`config.mk`:
```
export PLATFORM = sky130hd
export DESIGN_NAME = uart_rx_flat
export DESIGN_NICKNAME = d
export VERILOG_FILES = /design/src/rtl/uart_rx_if.sv /design/src/rtl/uart_rx.sv /design/src/flat_wrapper.sv
export SDC_FILE = /design/constraint.sdc
export NUM_CORES = 1
export LEC_CHECK = 0
export CORE_AREA = 5 5 70 72
export CTS_CLUSTER_DIAMETER = 150
export DETAILED_ROUTE_END_ITERATION = 16
export DIE_AREA = 0 0 75 77
export HOLD_SLACK_MARGIN = 0.08
export PLACE_DENSITY_LB_ADDON = 0.08
export RECOVER_POWER = 25
export SYNTH_ARGS = -nofsm -noshare
export SYNTH_HDL_FRONTEND = slang
export SYNTH_SLANG_ARGS = --single-unit
```
`constraint.sdc`:
```
create_clock -name clk -period 2.5 [get_ports clk]
set_input_delay 0.375 -clock clk [delete_from_list [all_inputs] [get_ports clk]]
set_output_delay 0.375 -clock clk [all_outputs]
set_load 0.01 [all_outputs]
```
`src/rtl/uart_rx_if.sv`:
```
`default_nettype none
// ============================================================================
// Module      : uart_rx_if
// Description : Bundle between the serial pin side and the receiver.
//               master drives the line and consumes received words; slave is
//               the receiver.
//                 rx           - serial line, idle high, async to clk
//                 rx_data      - last received word, LSB = first data bit
//                 rx_valid     - one-cycle pulse, rx_data updated, frame good
//                 rx_frame_err - one-cycle pulse, a stop bit sampled low
//                 rx_busy      - high from start detection to last stop sample
// Revision    : 1.0 - initial release
// ============================================================================
interface uart_rx_if #(
    parameter int PAYLOAD_WIDTH = 8
);
    logic                     rx;
    logic [PAYLOAD_WIDTH-1:0] rx_data;
    logic                     rx_valid;
    logic                     rx_frame_err;
    logic                     rx_busy;

    modport master (
        output rx,
        input  rx_data,
        input  rx_valid,
        input  rx_frame_err,
        input  rx_busy
    );

    modport slave (
        input  rx,
        output rx_data,
        output rx_valid,
        output rx_frame_err,
        output rx_busy
    );
endinterface
`default_nettype wire

```
`src/rtl/uart_rx.sv`:
```
`default_nettype none
// ============================================================================
// Module      : uart_rx
// Description : Asynchronous serial receiver, idle-high line, LSB first,
//               PAYLOAD_WIDTH data bits and STOP_BITS stop bits. The line is
//               resynchronised by two flops; every bit is sampled at its
//               centre, located by timing half a bit from the start edge.
// Ports       : clk   - system clock, rising edge
//               reset - asynchronous active-high reset
//               bus   - uart_rx_if slave: rx in; rx_data, rx_valid,
//                       rx_frame_err, rx_busy out
// Revision    : 1.0 - initial release
// ============================================================================
module uart_rx #(
    parameter int INPUT_CLK     = 100_000_000,
    parameter int BAUD_RATE     = 115200,
    parameter int PAYLOAD_WIDTH = 8,
    parameter int STOP_BITS     = 1
) (
    input  logic     clk,
    input  logic     reset,
    uart_rx_if.slave bus
);

    localparam int          c_CYCLES_PER_BIT = INPUT_CLK / BAUD_RATE;
    localparam logic [15:0] c_CPB_M1         = 16'(c_CYCLES_PER_BIT - 1);
    localparam logic [15:0] c_HALF_M1        = 16'(c_CYCLES_PER_BIT / 2 - 1);
    localparam logic [3:0]  c_LAST_DATA      = 4'(PAYLOAD_WIDTH - 1);
    localparam logic [3:0]  c_LAST_STOP      = 4'(STOP_BITS - 1);

    generate
        if (c_CYCLES_PER_BIT < 4 || c_CYCLES_PER_BIT > 65535) begin : g_bad_cpb
            $error("uart_rx: INPUT_CLK/BAUD_RATE must be within 4..65535");
        end
        if (PAYLOAD_WIDTH < 1 || PAYLOAD_WIDTH > 15) begin : g_bad_width
            $error("uart_rx: PAYLOAD_WIDTH must be within 1..15");
        end
        if (STOP_BITS < 1 || STOP_BITS > 2) begin : g_bad_stop
            $error("uart_rx: STOP_BITS must be 1 or 2");
        end
    endgenerate

    typedef enum logic [1:0] {
        S_IDLE  = 2'd0,
        S_START = 2'd1,
        S_DATA  = 2'd2,
        S_STOP  = 2'd3
    } state_t;

    // Synchronizer and edge detector reset high so a released reset on an
    // idle line never looks like a start edge.
    logic r_sync1;
    logic r_sync2;
    logic r_prev;

    always_ff @(posedge clk or posedge reset) begin
        if (reset) begin
            r_sync1 <= 1'b1;
            r_sync2 <= 1'b1;
            r_prev  <= 1'b1;
        end else begin
            r_sync1 <= bus.rx;
            r_sync2 <= r_sync1;
            r_prev  <= r_sync2;
        end
    end

    logic w_rx_s;
    logic w_fall;
    assign w_rx_s = r_sync2;
    assign w_fall = ~r_sync2 & r_prev;

    state_t                   r_state,  w_state_nxt;
    logic [15:0]              r_cnt,    w_cnt_nxt;
    logic [3:0]               r_idx,    w_idx_nxt;
    logic [PAYLOAD_WIDTH-1:0] r_shift,  w_shift_nxt;
    logic                     r_err,    w_err_nxt;
    logic [PAYLOAD_WIDTH-1:0] r_data,   w_data_nxt;
    logic                     r_valid,  w_valid_nxt;
    logic                     r_ferr,   w_ferr_nxt;
    logic                     r_busy,   w_busy_nxt;

    logic [15:0]              w_cnt_inc;
    logic [PAYLOAD_WIDTH-1:0] w_shifted;
    logic                     w_stop_err;

    assign w_cnt_inc  = r_cnt + 16'd1;
    // New sample enters at the MSB; after PAYLOAD_WIDTH shifts the first
    // received bit has reached the LSB.
    assign w_shifted  = (r_shift >> 1) |
                        (PAYLOAD_WIDTH'(w_rx_s) << (PAYLOAD_WIDTH - 1));
    // Error flag including the stop sample being taken this cycle.
    assign w_stop_err = r_err | ~w_rx_s;

    always_ff @(posedge clk or posedge reset) begin
        if (reset) begin
            r_state <= S_IDLE;
            r_cnt   <= '0;
            r_idx   <= '0;
            r_shift <= '0;
            r_err   <= 1'b0;
            r_data  <= '0;
            r_valid <= 1'b0;
            r_ferr  <= 1'b0;
            r_busy  <= 1'b0;
        end else begin
            r_state <= w_state_nxt;
            r_cnt   <= w_cnt_nxt;
            r_idx   <= w_idx_nxt;
            r_shift <= w_shift_nxt;
            r_err   <= w_err_nxt;
            r_data  <= w_data_nxt;
            r_valid <= w_valid_nxt;
            r_ferr  <= w_ferr_nxt;
            r_busy  <= w_busy_nxt;
        end
    end

    always_comb begin
        w_state_nxt = r_state;
        w_cnt_nxt   = r_cnt;
        w_idx_nxt   = r_idx;
        w_shift_nxt = r_shift;
        w_err_nxt   = r_err;
        w_data_nxt  = r_data;
        w_valid_nxt = 1'b0;
        w_ferr_nxt  = 1'b0;

        case (r_state)
            S_IDLE: begin
                w_cnt_nxt = '0;
                w_idx_nxt = '0;
                // Only a high-to-low transition arms the receiver, so a line
                // stuck low yields a single framing error and then stays quiet.
                if (w_fall) begin
                    w_state_nxt = S_START;
                end
            end
            S_START: begin
                w_cnt_nxt = w_cnt_inc;
                if (r_cnt == c_HALF_M1) begin
                    w_cnt_nxt   = '0;
                    // Line back high at mid start bit: treat as a glitch.
                    w_state_nxt = w_rx_s ? S_IDLE : S_DATA;
                end
            end
            S_DATA: begin
                w_cnt_nxt = w_cnt_inc;
                if (r_cnt == c_CPB_M1) begin
                    w_cnt_nxt   = '0;
                    w_shift_nxt = w_shifted;
                    if (r_idx == c_LAST_DATA) begin
                        w_idx_nxt   = '0;
                        w_state_nxt = S_STOP;
                    end else begin
                        w_idx_nxt = r_idx + 4'd1;
                    end
                end
            end
            S_STOP: begin
                w_cnt_nxt = w_cnt_inc;
                if (r_cnt == c_CPB_M1) begin
                    w_cnt_nxt = '0;
                    if (r_idx == c_LAST_STOP) begin
                        // Finish at the centre of the last stop bit so a start
                        // edge arriving early in the next frame is not missed.
                        w_data_nxt  = r_shift;
                        w_valid_nxt = ~w_stop_err;
                        w_ferr_nxt  = w_stop_err;
                        w_err_nxt   = 1'b0;
                        w_idx_nxt   = '0;
                        w_state_nxt = S_IDLE;
                    end else begin
                        w_err_nxt = w_stop_err;
                        w_idx_nxt = r_idx + 4'd1;
                    end
                end
            end
            default: begin
                w_state_nxt = S_IDLE;
            end
        endcase

        w_busy_nxt = (w_state_nxt != S_IDLE);
    end

    assign bus.rx_data      = r_data;
    assign bus.rx_valid     = r_valid;
    assign bus.rx_frame_err = r_ferr;
    assign bus.rx_busy      = r_busy;

endmodule
`default_nettype wire
```
`src/flat_wrapper.sv`:
```
// flat-port wrapper written by rule: the top's interface ports become plain ports
module uart_rx_flat 
#(
    parameter int INPUT_CLK     = 100_000_000,
    parameter int BAUD_RATE     = 115200,
    parameter int PAYLOAD_WIDTH = 8,
    parameter int STOP_BITS     = 1
)
  (clk, reset, bus_rx, bus_rx_data, bus_rx_valid, bus_rx_frame_err, bus_rx_busy);
  uart_rx_if #(.PAYLOAD_WIDTH(PAYLOAD_WIDTH)) bus_i ();
  input  logic clk;
  input  logic reset;
  input wire logic [$bits(bus_i.rx)-1:0] bus_rx;
  output wire logic [$bits(bus_i.rx_data)-1:0] bus_rx_data;
  output wire logic [$bits(bus_i.rx_valid)-1:0] bus_rx_valid;
  output wire logic [$bits(bus_i.rx_frame_err)-1:0] bus_rx_frame_err;
  output wire logic [$bits(bus_i.rx_busy)-1:0] bus_rx_busy;
  assign bus_i.rx = bus_rx;
  assign bus_rx_data = bus_i.rx_data;
  assign bus_rx_valid = bus_i.rx_valid;
  assign bus_rx_frame_err = bus_i.rx_frame_err;
  assign bus_rx_busy = bus_i.rx_busy;
  uart_rx #(.INPUT_CLK(INPUT_CLK), .BAUD_RATE(BAUD_RATE), .PAYLOAD_WIDTH(PAYLOAD_WIDTH), .STOP_BITS(STOP_BITS)) u_core (.clk(clk), .reset(reset), .bus(bus_i));
endmodule
```
==> metrics.yaml <==
outcome:
  run_status: "finished, final reports clean"
timing:
  timing_worst_slew_pin_value_ns: 1.06
  unrepaired_setup_endpoints_after_global_routing: "false"
  skew_ns: 0.0102
  timing_max_transition_violations_final: 0
  fmax_ghz: 0.470
  timing.slew.headroom_pct: 29.2
  setup_violations: 0
  finalCritPeriodShare_pct: 85.1
  period_needed_ns: 2.13
  timing_hold_violations_final: 0
  final.setup.tns_ns: 0
clock_network:
  root_buffer: "sky130_fd_sc_hd__clkbuf_8"
  clock_tree_from_tritoncts: "done"
  cts_max_path_buffers: 2
  post_cts_resized: 0
  worst_skew_pair.late_latency_ns: 0.30
  htree_num_levels: 2
  worst_setup_hold_path_clk_slew_ns: 0.09
  cts.repair_timing.setup_buffer_count: 0
  clock_sink_count: 45
  cts_made_buffers: 5
  cts.hold.buffers_added: 0
routing:
  initialDrtViolationCount: 119
  routed_wire_length_per_instance_um: 15.2
  routed_wl_um: 3770
  ant_nets: 0
  count_of_unresolved_drc_violations_after_routing: 0
  via_per_inst: 5.62
  dr.pass1.iters: 4
  via_total_after_detailed_routing: 1393
logic_synthesis:
  synth.ff_latch_count: 45
  mean_cell_area_of_the_mapped_netlist_sq_um: 11.7
  syn_area_sq_um: 2080
  synthMuxAreaShare_pct: 9.15
  yosys.area_share.xor_xnor_pct: 5.48
  synth_cell_type_count: 37
  post_synth_inst_count: 177
  synth_warnings: 0
  synth_compound_area_share_pct: 5.60
  post_synth_fa_ha_maj_area_fraction_pct: 2.41
  largest_family_of_logic_cells_by_synthesized_area: "simple AND/OR/NAND/NOR gates"
  synth.yosys.seq_area_share_pct: 54.4
  syn_nets: 184
  synth_simple_gate_area_share_pct: 20.3
setup_path:
  worst_reg_to_reg_setup_slack_ns: 0.37
  crit_type: "reg2reg"
  path_cells: "ha_1 -> and4b_1 -> nand4_1 -> nor4_4 -> mux2_2"
  critical_path.slowest_cell: "sky130_fd_sc_hd__nor4_4"
  cp.depth: 5
  timing.critical_path.max_delay_family: "simple AND/OR/NAND/NOR gates"
  cp_num_buf_inv: 0
  timing.rr.start: "u_core.r_cnt[0]$_DFF_PP0_"
  timing.reg2reg.worst_path_depth: 5
  worst-path-max-fanout: 8
  crit_path_start_kind: "register"
  timing.critical_path.required_ns: 2.68
  worst_path_largest_cell_delay_ns: 0.49
  critPathCaptureType: "register"
  timing.critical_path.arrival_ns: 2.31
  reg2reg_to: "u_core.bus.rx_data[3]$_DFFE_PP0P_"
pwr:
  power_leakage_nw: 1.07
  power.ir.vdd_worst_v: 0.000446
  pwr_density_cell_nw_per_um2: 626
placed_design:
  numPortBuffers: 13
  dp.final_hpwl_um: 2690
  routabilityCongestion: 0.852
  dp_cells: 240
layout:
  multiInputGateArea_sq_um: 893
  net_count_final: 202
  drive_gt1_share_pct: 14.8
  area.growth.synth_to_final_pct: 13.5
  fillers: 349
  finish.cell_count_without_fillers: 248
  area.sequential_sq_um: 1130
  n_antenna_cell: 0
hold_path:
  min_path_cells: 0
  min_from: "u_core.r_sync1$_DFF_PP1_"
  min_delay_worst_endpoint: "u_core.r_sync2$_DFF_PP1_"
  worst_hold_path_type: "reg2reg"
global_routing:
  grt_first_pass_wirelength_um: 6690
  antenna_found_initial: 0
  overflow: 0
  grt_start_max_net_pins: 46
  grt_usage_pct: 15.1
  first_global_vias: 1499
floorplanning:
  design.core.area_sq_um: 4230
  die_w_um: 75
  dieHeight_um: 77
  floorplan.io_pins: 14
  die_area_sq_um: 5780
  rows: 24
  floorplan.initialDensity_pct: 49.1
job:
  drv_cap: 0
-- state kept, by name, summed over array words and instances (netlist names) --
register,cells
u_core.bus.rx_busy,1
u_core.r_sync1,1
u_core.r_state,2
u_core.bus.rx_data,8
u_core.r_cnt,16
u_core.r_err,1
u_core.bus.rx_frame_err,1
u_core.r_idx,4
u_core.r_prev,1
u_core.r_shift,8
u_core.r_sync2,1
u_core.bus.rx_valid,1
-- cell families (layout without fill, tap and decap cells) --
family,count (synthesis),in the layout
buffers and inverters,14,33
flip-flops,45,45
adder cells (fa/ha/maj),4,4
AO/OA/AOI/OAI,18,18
AND/OR/NAND/NOR,66,66
multiplexers,17,17
XOR/XNOR,13,13
-- layout by cell type, fill, tap and decap left out, types with 3 or more instances in the layout --
master and n:
sky130_fd_sc_hd__clkdlybuf4s50_1 11, sky130_fd_sc_hd__nand4_1 11, sky130_fd_sc_hd__a21oi_1 3, sky130_fd_sc_hd__clkbuf_8 5
sky130_fd_sc_hd__mux2_1 4, sky130_fd_sc_hd__dfrtp_1 42, sky130_fd_sc_hd__and4_1 5, sky130_fd_sc_hd__ha_1 4
sky130_fd_sc_hd__nand2_1 5, sky130_fd_sc_hd__mux2_2 12, sky130_fd_sc_hd__a31oi_1 3, sky130_fd_sc_hd__nand3_1 7
sky130_fd_sc_hd__o21ai_0 5, sky130_fd_sc_hd__nor4_4 3, sky130_fd_sc_hd__inv_1 9, sky130_fd_sc_hd__nor2_1 19
sky130_fd_sc_hd__xor2_1 12
-- per-layer routing --
layer	GRT usage, %	routed length [um]	vias to the layer above
met5	0	0	-
met4	8.01	99	0
met3	4.05	139	9
met2	24.0	1830	19
met1	18.2	1700	694
li1	-	-	671
-- cells in the mapped netlist --
library cell | number | share of area, %
sky130_fd_sc_hd__dfrtp_1 | 42 | 51
sky130_fd_sc_hd__nor2_1 | 19 | 3.4
sky130_fd_sc_hd__mux2_2 | 12 | 6.5
sky130_fd_sc_hd__xor2_1 | 12 | 5.1
sky130_fd_sc_hd__nand4_1 | 11 | 3.3
sky130_fd_sc_hd__inv_1 | 9 | 1.6
sky130_fd_sc_hd__nand3_1 | 7 | 1.7
sky130_fd_sc_hd__and4_1 | 5 | 2.1
sky130_fd_sc_hd__nand2_1 | 5 | 0.90
sky130_fd_sc_hd__o21ai_0 | 5 | 1.2
sky130_fd_sc_hd__ha_1 | 4 | 2.4
sky130_fd_sc_hd__mux2_1 | 4 | 2.2
sky130_fd_sc_hd__a21oi_1 | 3 | 0.72
sky130_fd_sc_hd__a31oi_1 | 3 | 0.90
sky130_fd_sc_hd__clkbuf_1 | 3 | 0.54
sky130_fd_sc_hd__dfstp_2 | 3 | 3.8
sky130_fd_sc_hd__nor4_4 | 3 | 3.1
sky130_fd_sc_hd__and3_1 | 2 | 0.60
sky130_fd_sc_hd__and3b_1 | 2 | 0.84
sky130_fd_sc_hd__buf_2 | 2 | 0.48
sky130_fd_sc_hd__nor4bb_1 | 2 | 0.96
sky130_fd_sc_hd__o2111ai_1 | 2 | 0.84
sky130_fd_sc_hd__o211ai_1 | 2 | 0.72
sky130_fd_sc_hd__or3_1 | 2 | 0.60
sky130_fd_sc_hd__a211o_1 | 1 | 0.42
sky130_fd_sc_hd__a41oi_1 | 1 | 0.42
sky130_fd_sc_hd__and2_1 | 1 | 0.30
sky130_fd_sc_hd__and4b_1 | 1 | 0.48
sky130_fd_sc_hd__mux2i_1 | 1 | 0.48
sky130_fd_sc_hd__nand2b_1 | 1 | 0.30
sky130_fd_sc_hd__nor2_2 | 1 | 0.30
sky130_fd_sc_hd__nor3b_1 | 1 | 0.36
sky130_fd_sc_hd__nor4_1 | 1 | 0.30
sky130_fd_sc_hd__nor4b_1 | 1 | 0.42
sky130_fd_sc_hd__o21a_1 | 1 | 0.36
sky130_fd_sc_hd__or4_1 | 1 | 0.36
sky130_fd_sc_hd__xnor2_1 | 1 | 0.42
-- final cells by class --
cell class,instances,area share [%]
multi-input combinational,118,37.9
clock buffer,5,2.92
timing repair buffer,16,6.37
sequential,45,47.9
tap,52,2.76
clock inverter,3,0.743
inverter,9,1.43
-- stage by stage --
stage | setup slack, ns | area (sq um) | hold slack, ns | total power [W] | utilization (%)
after global placement | 0.451 | 2270 | 0.350 | 0.00105 | 53.7
after floorplan | 0.624 | 2080 | 0.345 | 0.000994 | -
after CTS | 0.358 | 2360 | 0.363 | 0.00150 | 55.8
final | 0.371 | 2360 | 0.367 | 0.00148 | 55.7
after global routing | 0.214 | 2360 | 0.376 | 0.00156 | 55.7
after detailed placement | 0.365 | 2270 | 0.347 | 0.00106 | 53.7
-- how the worst max path moves through the flow --
stage                                         start                           endpoint  slack [ns]
after floorplan           u_core.r_cnt[0]$_DFF_PP0_  u_core.bus.rx_data[2]$_DFFE_PP0P_        0.62
after global placement    u_core.r_cnt[0]$_DFF_PP0_  u_core.bus.rx_data[3]$_DFFE_PP0P_        0.45
after detailed placement  u_core.r_cnt[0]$_DFF_PP0_  u_core.bus.rx_data[3]$_DFFE_PP0P_        0.37
after CTS                 u_core.r_cnt[0]$_DFF_PP0_  u_core.bus.rx_data[3]$_DFFE_PP0P_        0.36
after global routing      u_core.r_cnt[0]$_DFF_PP0_  u_core.bus.rx_data[3]$_DFFE_PP0P_        0.21
final                     u_core.r_cnt[0]$_DFF_PP0_  u_core.bus.rx_data[3]$_DFFE_PP0P_        0.37
-- power breakdown --
group	switching, W	total (W)	internal, W
registers	0.0000579	0.000832	0.000775
clock network	0.000241	0.000433	0.000193
logic	0.000114	0.000210	0.0000955
(Power assumes the default switching activity.)
